<file path="src/rtl/parking_fee_accumulator_if.sv">
// Signal bundle between the parking fee engine and its timebase, session
// control and fee consumer. The engine uses the slave view.
interface parking_fee_accumulator_if #(
    parameter int N_SPACES = 4,
    parameter int SEC_W    = 12,
    parameter int COST_W   = 14
);
    localparam int SW = $clog2(N_SPACES);

    logic                tick_1hz;
    logic [4:0]          hour;
    logic                start_valid;
    logic [SW-1:0]       start_space;
    logic                stop_valid;
    logic [SW-1:0]       stop_space;
    logic                stop_ready;
    logic                fee_valid;
    logic                fee_ready;
    logic [SW-1:0]       fee_space;
    logic [COST_W-1:0]   fee_cents;
    logic [SEC_W-1:0]    fee_secs;
    logic [N_SPACES-1:0] active;

    modport slave (
        input  tick_1hz, hour, start_valid, start_space,
        input  stop_valid, stop_space, fee_ready,
        output stop_ready, fee_valid, fee_space, fee_cents, fee_secs, active
    );

    modport master (
        output tick_1hz, hour, start_valid, start_space,
        output stop_valid, stop_space, fee_ready,
        input  stop_ready, fee_valid, fee_space, fee_cents, fee_secs, active
    );
endinterface

</file>
<file path="src/rtl/parking_fee_accumulator.sv">
// Multi-space time-of-day parking fee engine. Each space runs an IDLE/PARKED
// session with saturating seconds and cost counters; cost is charged per
// billing unit at the rate in force when the unit opens. One fee record is
// emitted per accepted stop through a valid/ready output register.
module parking_fee_accumulator #(
    parameter int N_SPACES    = 4,
    parameter int SEC_W       = 12,
    parameter int COST_W      = 14,
    parameter int BILL_PERIOD = 60,
    parameter int RATE_OFF    = 1,
    parameter int RATE_PEAK   = 2,
    parameter int PEAK_START  = 8,
    parameter int PEAK_END    = 18
) (
    input logic                      clk,
    input logic                      rst,
    parking_fee_accumulator_if.slave bus
);
    localparam int SW   = $clog2(N_SPACES);
    localparam int PH_W = $clog2(BILL_PERIOD);
    localparam logic [SEC_W-1:0]  SEC_MAX  = '1;
    localparam logic [COST_W-1:0] COST_MAX = '1;

    typedef enum logic {IDLE, PARKED} space_state_t;

    space_state_t        state     [N_SPACES];
    space_state_t        state_nxt [N_SPACES];
    logic [SEC_W-1:0]    sec_cnt   [N_SPACES];
    logic [SEC_W-1:0]    sec_nxt   [N_SPACES];
    logic [PH_W-1:0]     phase     [N_SPACES];
    logic [PH_W-1:0]     phase_nxt [N_SPACES];
    logic [COST_W-1:0]   cost      [N_SPACES];
    logic [COST_W-1:0]   cost_nxt  [N_SPACES];

    logic                fee_valid_r, fee_valid_nxt;
    logic [SW-1:0]       fee_space_r, fee_space_nxt;
    logic [COST_W-1:0]   fee_cents_r, fee_cents_nxt;
    logic [SEC_W-1:0]    fee_secs_r,  fee_secs_nxt;

    logic [N_SPACES-1:0] start_hit, stop_hit, active_c;
    logic [COST_W-1:0]   rate_now;
    logic                stop_ready_c;

    // Hours 24..31 are not a valid time of day and bill nothing.
    function automatic logic [COST_W-1:0] rate_of(input logic [4:0] h);
        if (h >= 5'd24)
            return '0;
        else if (h >= 5'(PEAK_START) && h < 5'(PEAK_END))
            return COST_W'(RATE_PEAK);
        else
            return COST_W'(RATE_OFF);
    endfunction

    function automatic logic [COST_W-1:0] sat_add_cost(input logic [COST_W-1:0] a,
                                                       input logic [COST_W-1:0] b);
        logic [COST_W:0] s;
        s = {1'b0, a} + {1'b0, b};
        return s[COST_W] ? COST_MAX : s[COST_W-1:0];
    endfunction

    function automatic logic [SEC_W-1:0] sat_inc_sec(input logic [SEC_W-1:0] a);
        return (a == SEC_MAX) ? a : a + 1'b1;
    endfunction

    assign rate_now       = rate_of(bus.hour);
    assign stop_ready_c   = !fee_valid_r || bus.fee_ready;
    assign bus.stop_ready = stop_ready_c;
    assign bus.fee_valid  = fee_valid_r;
    assign bus.fee_space  = fee_space_r;
    assign bus.fee_cents  = fee_cents_r;
    assign bus.fee_secs   = fee_secs_r;
    assign bus.active     = active_c;

    // Next-state for every space and for the fee record register; an accepted
    // stop outranks a start or tick on the same space in the same cycle.
    always_comb begin
        fee_valid_nxt = fee_valid_r;
        fee_space_nxt = fee_space_r;
        fee_cents_nxt = fee_cents_r;
        fee_secs_nxt  = fee_secs_r;
        start_hit     = '0;
        stop_hit      = '0;
        active_c      = '0;
        if (fee_valid_r && bus.fee_ready)
            fee_valid_nxt = 1'b0;
        for (int i = 0; i < N_SPACES; i++) begin
            state_nxt[i] = state[i];
            sec_nxt[i]   = sec_cnt[i];
            phase_nxt[i] = phase[i];
            cost_nxt[i]  = cost[i];
            active_c[i]  = (state[i] == PARKED);
            start_hit[i] = bus.start_valid && (bus.start_space == SW'(i));
            stop_hit[i]  = bus.stop_valid && stop_ready_c &&
                           (bus.stop_space == SW'(i)) && (state[i] == PARKED);
            if (stop_hit[i]) begin
                state_nxt[i]  = IDLE;
                fee_valid_nxt = 1'b1;
                fee_space_nxt = SW'(i);
                fee_cents_nxt = cost[i];
                fee_secs_nxt  = sec_cnt[i];
            end else if (start_hit[i] && state[i] == IDLE) begin
                state_nxt[i] = PARKED;
                sec_nxt[i]   = '0;
                phase_nxt[i] = '0;
                cost_nxt[i]  = '0;
            end else if (state[i] == PARKED && bus.tick_1hz) begin
                if (phase[i] == '0)
                    cost_nxt[i] = sat_add_cost(cost[i], rate_now);
                phase_nxt[i] = (phase[i] == PH_W'(BILL_PERIOD - 1)) ? '0 : phase[i] + 1'b1;
                sec_nxt[i]   = sat_inc_sec(sec_cnt[i]);
            end
        end
    end

    // State and counter registers; reset discards all sessions and any pending record.
    always_ff @(posedge clk) begin
        if (rst) begin
            for (int i = 0; i < N_SPACES; i++) begin
                state[i]   <= IDLE;
                sec_cnt[i] <= '0;
                phase[i]   <= '0;
                cost[i]    <= '0;
            end
            fee_valid_r <= 1'b0;
            fee_space_r <= '0;
            fee_cents_r <= '0;
            fee_secs_r  <= '0;
        end else begin
            for (int i = 0; i < N_SPACES; i++) begin
                state[i]   <= state_nxt[i];
                sec_cnt[i] <= sec_nxt[i];
                phase[i]   <= phase_nxt[i];
                cost[i]    <= cost_nxt[i];
            end
            fee_valid_r <= fee_valid_nxt;
            fee_space_r <= fee_space_nxt;
            fee_cents_r <= fee_cents_nxt;
            fee_secs_r  <= fee_secs_nxt;
        end
    end
endmodule

</file>
<file path="src/flat_wrapper.sv">
// flat-port wrapper written by rule: the top's interface ports become plain ports
module parking_fee_accumulator_flat 
#(
    parameter int N_SPACES    = 4,
    parameter int SEC_W       = 12,
    parameter int COST_W      = 14,
    parameter int BILL_PERIOD = 60,
    parameter int RATE_OFF    = 1,
    parameter int RATE_PEAK   = 2,
    parameter int PEAK_START  = 8,
    parameter int PEAK_END    = 18
)
  (clk, rst, bus_tick_1hz, bus_hour, bus_start_valid, bus_start_space, bus_stop_valid, bus_stop_space, bus_fee_ready, bus_stop_ready, bus_fee_valid, bus_fee_space, bus_fee_cents, bus_fee_secs, bus_active);
  parking_fee_accumulator_if #(.N_SPACES(N_SPACES), .SEC_W(SEC_W), .COST_W(COST_W)) bus_i ();
  input logic clk;
  input logic rst;
  input wire logic [$bits(bus_i.tick_1hz)-1:0] bus_tick_1hz;
  input wire logic [$bits(bus_i.hour)-1:0] bus_hour;
  input wire logic [$bits(bus_i.start_valid)-1:0] bus_start_valid;
  input wire logic [$bits(bus_i.start_space)-1:0] bus_start_space;
  input wire logic [$bits(bus_i.stop_valid)-1:0] bus_stop_valid;
  input wire logic [$bits(bus_i.stop_space)-1:0] bus_stop_space;
  input wire logic [$bits(bus_i.fee_ready)-1:0] bus_fee_ready;
  output wire logic [$bits(bus_i.stop_ready)-1:0] bus_stop_ready;
  output wire logic [$bits(bus_i.fee_valid)-1:0] bus_fee_valid;
  output wire logic [$bits(bus_i.fee_space)-1:0] bus_fee_space;
  output wire logic [$bits(bus_i.fee_cents)-1:0] bus_fee_cents;
  output wire logic [$bits(bus_i.fee_secs)-1:0] bus_fee_secs;
  output wire logic [$bits(bus_i.active)-1:0] bus_active;
  assign bus_i.tick_1hz = bus_tick_1hz;
  assign bus_i.hour = bus_hour;
  assign bus_i.start_valid = bus_start_valid;
  assign bus_i.start_space = bus_start_space;
  assign bus_i.stop_valid = bus_stop_valid;
  assign bus_i.stop_space = bus_stop_space;
  assign bus_i.fee_ready = bus_fee_ready;
  assign bus_stop_ready = bus_i.stop_ready;
  assign bus_fee_valid = bus_i.fee_valid;
  assign bus_fee_space = bus_i.fee_space;
  assign bus_fee_cents = bus_i.fee_cents;
  assign bus_fee_secs = bus_i.fee_secs;
  assign bus_active = bus_i.active;
  parking_fee_accumulator #(.N_SPACES(N_SPACES), .SEC_W(SEC_W), .COST_W(COST_W), .BILL_PERIOD(BILL_PERIOD), .RATE_OFF(RATE_OFF), .RATE_PEAK(RATE_PEAK), .PEAK_START(PEAK_START), .PEAK_END(PEAK_END)) u_core (.clk(clk), .rst(rst), .bus(bus_i));
endmodule
</file>
<file path="config.mk">
export PLATFORM = sky130hd
export DESIGN_NAME = parking_fee_accumulator_flat
export DESIGN_NICKNAME = d
export VERILOG_FILES = /design/src/rtl/parking_fee_accumulator_if.sv /design/src/rtl/parking_fee_accumulator.sv /design/src/flat_wrapper.sv
export SDC_FILE = /design/constraint.sdc
export NUM_CORES = 1
export LEC_CHECK = 0
export CORE_MARGIN = 5
export CORE_UTILIZATION = 35
export CTS_CLUSTER_DIAMETER = 100
export CTS_CLUSTER_SIZE = 25
export DETAILED_ROUTE_END_ITERATION = 10
export GPL_TIMING_DRIVEN = 0
export PLACE_DENSITY_LB_ADDON = 0.15
export SLEW_MARGIN = 20
export SYNTH_ARGS = -nofsm -noshare
export SYNTH_HDL_FRONTEND = slang
export SYNTH_SLANG_ARGS = --single-unit
</file>
<file path="constraint.sdc">
create_clock -name clk -period 7.3 [get_ports clk]
set_input_delay 2.19 -clock clk [delete_from_list [all_inputs] [get_ports clk]]
set_output_delay 2.19 -clock clk [all_outputs]
set_load 0.01 [all_outputs]
</file>
# Word-level counts from Yosys, hierarchy flattened
# Memory sizes are Yosys's and may differ from the RTL's.
# Index checks and enable logic that the tools add are counted.
[totals] reg_bits=29 ramBits=132 inputBits=15 mem_count=4
[classes] n_addsub=12 n_lt_le_gt_ge=3 eq_ne=14 muxes=98 n_bitwise=20 n_reduce_logical=33
[mem_list] memory="u_core.cost" depth=4 word_bits=14 read_ports=4 rd_clocked_by_memory_dff=0 wr=4 line="parking_fee_accumulator.sv:32" source="logic [COST_W-1:0] cost [N_SPACES];"
[mem_list] memory="u_core.sec_cnt" depth=4 word_bits=12 read_ports=4 rd_clocked_by_memory_dff=0 wr=4 line="parking_fee_accumulator.sv:28" source="logic [SEC_W-1:0] sec_cnt [N_SPACES];"
[mem_list] memory="u_core.phase" depth=4 word_bits=6 read_ports=4 rd_clocked_by_memory_dff=0 wr=4 line="parking_fee_accumulator.sv:30" source="logic [PH_W-1:0] phase [N_SPACES];"
[mem_list] memory="u_core.state" depth=4 word_bits=1 read_ports=4 rd_clocked_by_memory_dff=0 wr=4 line="parking_fee_accumulator.sv:26" source="space_state_t state [N_SPACES];"
[ops] operator="$mux W14" count=28
[ops] operator="$mux W12" count=24
[ops] operator="$mux W6" count=20
[ops] operator="$add A14 B14 Y15" count=4
[ops] operator="$add A12 B1 Y12 const B" count=4
[ops] operator="$eq A12 B12 Y1 const B" count=4
[ops] operator="$add A6 B1 Y6 const B" count=4
[ops] operator="$eq A6 B6 Y1 const B" count=4
[ops] operator="$logic_not A6 Y1" count=4
[ops] operator="$logic_and A1 B1 Y1" count=23
[ops] operator="$mux W1" count=20
[ops] operator="$or A1 B1 Y1" count=16
[ops] operator="$mux W2" count=6
[ops] operator="$eq A2 B2 Y1 const B" count=4
[ops] operator="$ge A5 B4 Y1 const B" count=1
[ops] operator="$ge A5 B5 Y1 const B" count=1
[ops] operator="$lt A5 B5 Y1 const B" count=1
[ops] operator="$reduce_bool A5 Y1" count=1
[ops] operator="$eq A2 B1 Y1 const B" count=2
[ops] operator="$logic_not A2 Y1" count=2
[ops] operator="$not A1 Y1" count=4
[ops] operator="$reduce_bool A4 Y1" count=1
[ops] operator="$logic_not A1 Y1" count=1
[ops] operator="$logic_or A1 B1 Y1" count=1

# Logic depth before layout (Yosys ltp)
# Gate-level depths: netlist (run 1).
[depth] ltp_word=11 ltp_mapped=10 mapped_depth_nobuf=9

# Least setup slack after synthesis (run 1)
# Ideal clock, no wire load.
[synth_path] path_type="input to output" startpoint="input port bus_fee_ready" endpoint="output port bus_stop_ready" t_arrival_ps=2681 required_ps=5110 slack_ps=2429 path_stages=3 path_buffers=1 cell_sequence="nor2b_1 buf_2 inv_1"
[synth_via] elab_chain_cells=1
[synth_rtl] item="start, declared" line="flat_wrapper.sv:23" source="input wire logic [$bits(bus_i.fee_ready)-1:0] bus_fee_ready;"
[synth_rtl] item="$logic_or A1 B1 Y1" line="parking_fee_accumulator.sv:66" source="assign stop_ready_c = !fee_valid_r || bus.fee_ready;"
[synth_rtl] item="end, declared" line="flat_wrapper.sv:24" source="output wire logic [$bits(bus_i.stop_ready)-1:0] bus_stop_ready;"
# Every way passes these cells.

# Worst setup path after layout (run 1)
# Same ends and word-level chain as after synthesis.

==> impl_metrics.tcl, run 1 <==
set metrics [dict create \
    synth_top_family_by_area "simple AND/OR/NAND/NOR gates" \
    p_leak_nw 3.62 \
    diodes 0 \
    final.period_utilization_pct 82.4 \
    synthMuxAreaShare_pct 1.58 \
    cp_slowest_stage_delay_ns 0.52 \
    cts_made_buffers 17 \
    layout.nets 1176 \
    synth-seq-cells 161 \
    drcViolationCount 0 \
    ir_drop_v 0.000151 \
    ios 49 \
    path_max_fanout 10 \
    die_w_um 171 \
    synth_nets 1112 \
    dp.final_hpwl_um 21600 \
    fillers 2557 \
    powerDensity_nw_per_um2 190 \
    setup_viol 0 \
    whs_ns 0.487 \
    syn_to_final_growth_pct 16.4 \
    avgViaCountPerCell 5.87 \
    synth.distinct_cells 83 \
    synth_seq_area_share_pct 35.7 \
    drt_iter0_drc 881 \
    maxCapViolCount 0 \
    cts-resized-gates 0 \
    path_buf_inv 4 \
    clock-sinks 161 \
    dr.pass1.iters 5 \
    drv_slew 0 \
    gp_congestion 0.916 \
    crit_path_top_delay_cell "clkdlybuf4s50_1" \
    worstSetupPathType "input pin to primary output" \
    finalHoldViolCount 0 \
    crit_path_cell_trace "clkdlybuf4s50_1 > nor2b_1 > buf_2 > inv_1 > clkdlybuf4s50_1" \
    avgSynthCellArea_um2 8.39 \
    cp_top_family "buffers and inverters" \
    rsz0062_at_grt "false" \
    grt_max_degree 17 \
    hp-class "register to register" \
    cts_htree_levels 4 \
    netlist_area_um2 9030 \
    cpMostUsedCell "clkdlybuf4s50_1" \
    cp.required_ns 5.11 \
    clock_skew_ns 0.00953 \
    synth_ff_type "dfxtp_1" \
    ant_nets 0 \
    wirelength_um 29300 \
    dieArea_um2 29100 \
    yosys_warnings 0 \
    cts_tree "built" \
    cts.path.max_buffers 2 \
    initial_core_util_pct 35.7 \
    synth-xor-area-share_pct 3.68 \
    async_flop_share_pct 0 \
    synthAdderAreaFrac_pct 2.77 \
    grt_pass1_vias 8039 \
    grt_pass1_wl_um 46200 \
    clk_latency_ns 0.43 \
    cp-start-kind "input pin" \
    clock-root-buffer "clkbuf_16" \
    worst_pin_slew_ns 1.15 \
    synth_cells 1077 \
    routedWlPerCell_um 19.7 \
    die_y_um 171 \
    multiInputGateArea_um2 5450 \
    synth_edf_count 0 \
    grt.total_usage_pct 20.1 \
    register_area_um2 3220 \
    core_um2 25300 \
    cp.arrival_ns 3.82 \
    synth-compound-area-share_pct 23.9 \
    fin_crit_ns 6.01 \
    grt.overflow.total 0 \
    outcome "finished, final reports clean" \
    slew_headroom_pct 22.7 \
    io_buffer_count 45 \
    drive_gt1_share_pct 7.71 \
    rows 58 \
    path_clk_slew_ns 0.06 \
    finalCoreUtilization_pct 41.5 \
    worstSetupEndpointType "primary output" \
    via_count 8710 \
    synth-simple-area-share_pct 28.2 \
    postCtsHoldBufs 0 \
    max_freq_mhz 166 \
    post-cts-setup-buffers 0 \
    antenna_found_initial 0 \
    fin_setup_tns_ns 0 \
]
[registers in the layout, indices dropped and copies added (netlist names)]
register and flops:
u_core.cost 56, u_core.phase 24, u_core.bus.fee_secs 12, u_core.bus.fee_space 2
u_core.bus.fee_valid 1, u_core.bus.fee_cents 14, u_core.sec_cnt 48, u_core.state 4
[logic make-up (layout without fill, tap and decap cells)]
group | after synthesis | in the layout
flops | 161 | 161
fa+ha+maj | 20 | 20
xor+xnor | 38 | 38
simple gates | 465 | 465
compound gates | 287 | 287
mux | 14 | 14
buf+inv | 92 | 169
[stage by stage]
| step | cell area [um^2] | setup WS [ns] | cells | power, mW |
|---|---|---|---|---|
| after floorplan | 9030 | 2.43 | 1077 | 1.02 |
| after global placement | 9900 | 1.29 | 1452 | 1.08 |
| after detailed placement | 9900 | 1.30 | 1452 | 1.08 |
| after CTS | 10500 | 1.28 | 1484 | 2.02 |
| after global routing | 10500 | 1.21 | 1484 | 2.08 |
| final | 10500 | 1.29 | 1484 | 2.00 |
[final cells by class]
| type | count | share of cell area (%) |
|---|---|---|
| clock inverters | 12 | 1.51 |
| well taps | 330 | 3.93 |
| flip-flops and latches | 161 | 30.6 |
| multi-input cells | 824 | 51.8 |
| repair buffers | 45 | 4.28 |
| inverters | 24 | 0.857 |
| clock buffers | 20 | 4.25 |
| plain buffers | 68 | 2.72 |
[tightest hold or removal path, cell delays in order, from the launching register on]
cell      delay [ns]
dfxtp_1         0.31
nand3b_1        0.07
o41ai_1         0.06
[worst paths after layout]
| check | depth (start not counted) | start | slack (ns) | end |
|---|---|---|---|---|
| hold reg to reg | 2 | u_core.bus.fee_cents[12]$_SDFFE_PP0P_ | 0.49 | u_core.bus.fee_cents[12]$_SDFFE_PP0P_ |
| hold / removal | 2 | u_core.bus.fee_cents[12]$_SDFFE_PP0P_ | 0.49 | u_core.bus.fee_cents[12]$_SDFFE_PP0P_ |
| setup reg to reg | 7 | u_core.bus.fee_valid$_SDFFE_PP0P_ | 4.41 | u_core.bus.fee_cents[12]$_SDFFE_PP0P_ |
| setup / recovery | 5 | bus_fee_ready | 1.29 | bus_stop_ready |
[placed cells by master (no fill, tap or decap), types with 14 or more instances in the layout]
cell | netlist | routed
dfxtp_1 | 161 | 161
nor2_1 | 123 | 123
nand2_1 | 79 | 79
a21oi_1 | 61 | 61
clkbuf_1 | 52 | 54
clkdlybuf4s50_1 | 0 | 45
nand3_1 | 44 | 44
nor3_1 | 40 | 40
a211oi_1 | 35 | 35
nand4_1 | 28 | 28
inv_1 | 24 | 24
xnor2_1 | 24 | 24
a22o_1 | 23 | 23
o41ai_1 | 20 | 20
o21ai_0 | 20 | 20
ha_1 | 20 | 20
clkbuf_16 | 0 | 17
nand3b_1 | 16 | 16
and3_1 | 14 | 14
or3_1 | 14 | 14
xor2_1 | 14 | 14
[cell usage after synthesis (all sizes together) (22+ instances only)]
cell type	n	area share, %
a211oi	36	3.0
a21oi	61	3.4
a22o	23	2.2
clkbuf	52	2.2
dfxtp	161	36
inv	24	1.0
nand2	79	3.3
nand3	44	2.4
nand4	28	1.9
nor2	124	5.2
nor3	46	2.9
o21ai	22	1.2
xnor2	24	2.3
[where the power goes]
part | total (mW) | switching, mW | internal (mW)
clock | 0.934 | 0.385 | 0.550
sequential | 0.899 | 0.0117 | 0.888
combinational | 0.163 | 0.109 | 0.0535
total | 2.00 | 0.506 | 1.49
[layer usage]
| metal | share of wire, % | track usage [%] |
|---|---|---|
| met3 | 5.1 | 2.68 |
| met5 | 0 | 0 |
| met4 | 1.7 | 5.42 |
| met2 | 47 | 33.0 |
| met1 | 46 | 28.0 |
No activity file was read; power rests on OpenSTA's default activity.
==> run 2, diff against run 1 <==
==> constraint.sdc (replaced) <==
create_clock -name clk -period 6.19 [get_ports clk]
set_input_delay 1.857 -clock clk [delete_from_list [all_inputs] [get_ports clk]]
set_output_delay 1.857 -clock clk [all_outputs]
set_load 0.01 [all_outputs]
==> results of run 2 <==
The final DEF is identical to that of run 1. Status: finished, final reports clean.
Among the figures that moved: setup slack after placement 1.30 ns -> 0.855 ns; setup slack after layout 1.29 ns -> 0.841 ns; register-to-register setup slack 4.41 ns -> 3.30 ns; total power 2.00 mW -> 2.35 mW; worst IR drop on VDD 0.000151 V -> 0.000178 V
==> run 3, diff against run 2 <==
--- a/config.mk
+++ b/config.mk
@@ -12,6 +12,7 @@
 export DETAILED_ROUTE_END_ITERATION = 10
 export GPL_TIMING_DRIVEN = 0
 export PLACE_DENSITY_LB_ADDON = 0.15
+export REMOVE_ABC_BUFFERS = 1
 export SLEW_MARGIN = 20
 export SYNTH_ARGS = -nofsm -noshare
 export SYNTH_HDL_FRONTEND = slang
==> impl_metrics.tcl, run 3 (same netlist as run 1, synthesis figures left out) <==
set metrics [dict create \
    ir_drop_v 0.000175 \
    power.share.clock_pct 45.3 \
    grt.total_usage_pct 18.2 \
    slew_headroom_pct 39.5 \
    p_leak_nw 3.56 \
    cp_slowest_stage_delay_ns 0.58 \
    wl_met3_um 1370 \
    cpMostUsedCell "clkdlybuf4s50_1" \
    final.period_utilization_pct 90.5 \
    cts_htree_levels 4 \
    dp_slack_ns 0.572 \
    grt_max_degree 50 \
    p_int_mw 1.66 \
    largest_reg_flops 56 \
    grt_pass1_vias 7709 \
    fin_ws_ns 0.585 \
    clk_latency_ns 0.43 \
    worstSetupEndpointType "primary output" \
    initial_core_util_pct 35.7 \
    maxCapViolCount 0 \
    dp.final_hpwl_um 19000 \
    multiInputGateArea_um2 5480 \
    hp-class "register to register" \
    die_y_um 171 \
    met1_length_um 12800 \
    hold_start "u_core.bus.fee_cents[0]$_SDFFE_PP0P_" \
    powerDensity_nw_per_um2 218 \
    drv_slew 0 \
    cts.path.max_buffers 2 \
    syn_to_final_growth_pct 14.9 \
    drt_iter0_drc 753 \
    clock-root-buffer "clkbuf_16" \
    layout.nets 1121 \
    crit_path_top_delay_cell "nor2b_2" \
    switchingPower_mw 0.606 \
    r2r_cells 6 \
    grt.overflow.total 0 \
    setup_viol 0 \
    dieArea_um2 29100 \
    path_buf_inv 3 \
    drcViolationCount 0 \
    clock-sinks 161 \
    drive_gt1_share_pct 8.37 \
    max_freq_mhz 178 \
    placed_cell_area_um2 9810 \
    grt_pass1_wl_um 42800 \
    topRoutingLayerUsed "met4" \
    via_count 8366 \
    wl_met2_um 11400 \
    fillers 2557 \
    top_register "u_core.cost" \
    register_area_um2 3220 \
    cp.required_ns 4.33 \
    core_um2 25300 \
    avgViaCountPerCell 5.85 \
    ant_nets 0 \
    r2r-start "u_core.bus.fee_valid$_SDFFE_PP0P_" \
    final_common_cell "dfxtp_1" \
    design_area_um2 10400 \
    cp.arrival_ns 3.75 \
    cts-resized-gates 0 \
    final_cell_mix "dfxtp_1, nor2_1, nand2_1, a21oi_1, clkdlybuf4s50_1" \
    finalHoldViolCount 0 \
    worstSetupPathType "input pin to primary output" \
    reg2reg_slack_ns 3.12 \
    whs_ns 0.473 \
    rsz0062_at_grt "false" \
    fin_crit_ns 5.60 \
    dr.pass1.iters 7 \
    crit_path_cell_trace "clkdlybuf4s50_1 > nor2b_2 > inv_1 > clkdlybuf4s50_1" \
    diodes 0 \
    rows 58 \
    io_buffer_count 47 \
    p_sw_share_pct 26.7 \
    outcome "finished, final reports clean" \
    cp-start-kind "input pin" \
    path_max_fanout 11 \
    wirelength_um 26400 \
    routedWlPerCell_um 18.4 \
    gp_congestion 0.850 \
    path_clk_slew_ns 0.06 \
    cts_made_buffers 17 \
    post-cts-setup-buffers 0 \
    antenna_found_initial 0 \
    cp_top_family "buffers and inverters" \
    cts_tree "built" \
    min_path_cells 2 \
    pwr-share-comb_pct 7.9 \
    pwr-share-seq_pct 46.8 \
    fin_setup_tns_ns 0 \
    top_regs "u_core.cost x56, u_core.sec_cnt x48, u_core.phase x24" \
    die_w_um 171 \
    clock_skew_ns 0.0123 \
    postCtsHoldBufs 0 \
    hold_end "u_core.bus.fee_cents[0]$_SDFFE_PP0P_" \
    ios 49 \
    reg2reg_to "u_core.sec_cnt[0][9]$_SDFFE_PP0P_" \
    worst_pin_slew_ns 0.908 \
]
## run 3: cell types whose count changed in the layout (fill, tap and decap cells not counted), sizes merged
cell / change
clkbuf: -52
buf: -4
clkdlybuf4s50: +1
bufinv: -3
inv: +3
## run 3: layout make-up
| cell class | count | share of cell area [%] |
|---|---|---|
| repair buffers | 58 | 5.90 |
| well taps | 330 | 3.98 |
| inverters | 24 | 0.867 |
| clock inverters | 12 | 0.952 |
| flip-flops and latches | 161 | 31.0 |
| multi-input cells | 824 | 52.8 |
| clock buffers | 20 | 4.49 |
## run 3: layer usage
metal	vias to the layer above	track usage, %
met5	-	0
met4	0	6.88
met3	42	3.00
met2	240	27.3
met1	3957	26.3
li1	4127	-
## run 3: worst min-delay path: stages (launching register included)
cell,delay (ns)
dfxtp_1,0.31
nand3_1,0.06
o41ai_1,0.05
## run 3: how the worst max path moves through the flow
stage	to	start	slack, ns	cells after the start
after floorplan	u_core.bus.fee_cents[13]$_SDFFE_PP0P_	bus_fee_ready	1.53	6
after global placement	u_core.sec_cnt[1][2]$_SDFFE_PP0P_	rst	-1.62	5
after detailed placement	bus_stop_ready	bus_fee_ready	0.57	4
after CTS	bus_stop_ready	bus_fee_ready	0.57	4
after global routing	bus_stop_ready	bus_fee_ready	0.49	4
final	bus_stop_ready	bus_fee_ready	0.59	4
## run 3: stage by stage
step / util [%] / std cells / total power [mW]
floorplan: - / 1009 / 1.19
global placement: 38.0 / 1386 / 1.26
detailed placement: 38.7 / 1397 / 1.26
CTS: 41.0 / 1429 / 2.29
global route: 41.0 / 1429 / 2.36
finish: 41.0 / 1429 / 2.27
## run 3: power groups by stage
stage / sequential (mW) / clock, mW / combinational, mW
after floorplan: 1.08 / 0 / 0.104
after global placement: 1.08 / 0 / 0.174
after CTS: 1.06 / 1.05 / 0.179
after detailed placement: 1.09 / 0 / 0.178
final: 1.06 / 1.03 / 0.178
after global routing: 1.06 / 1.10 / 0.198
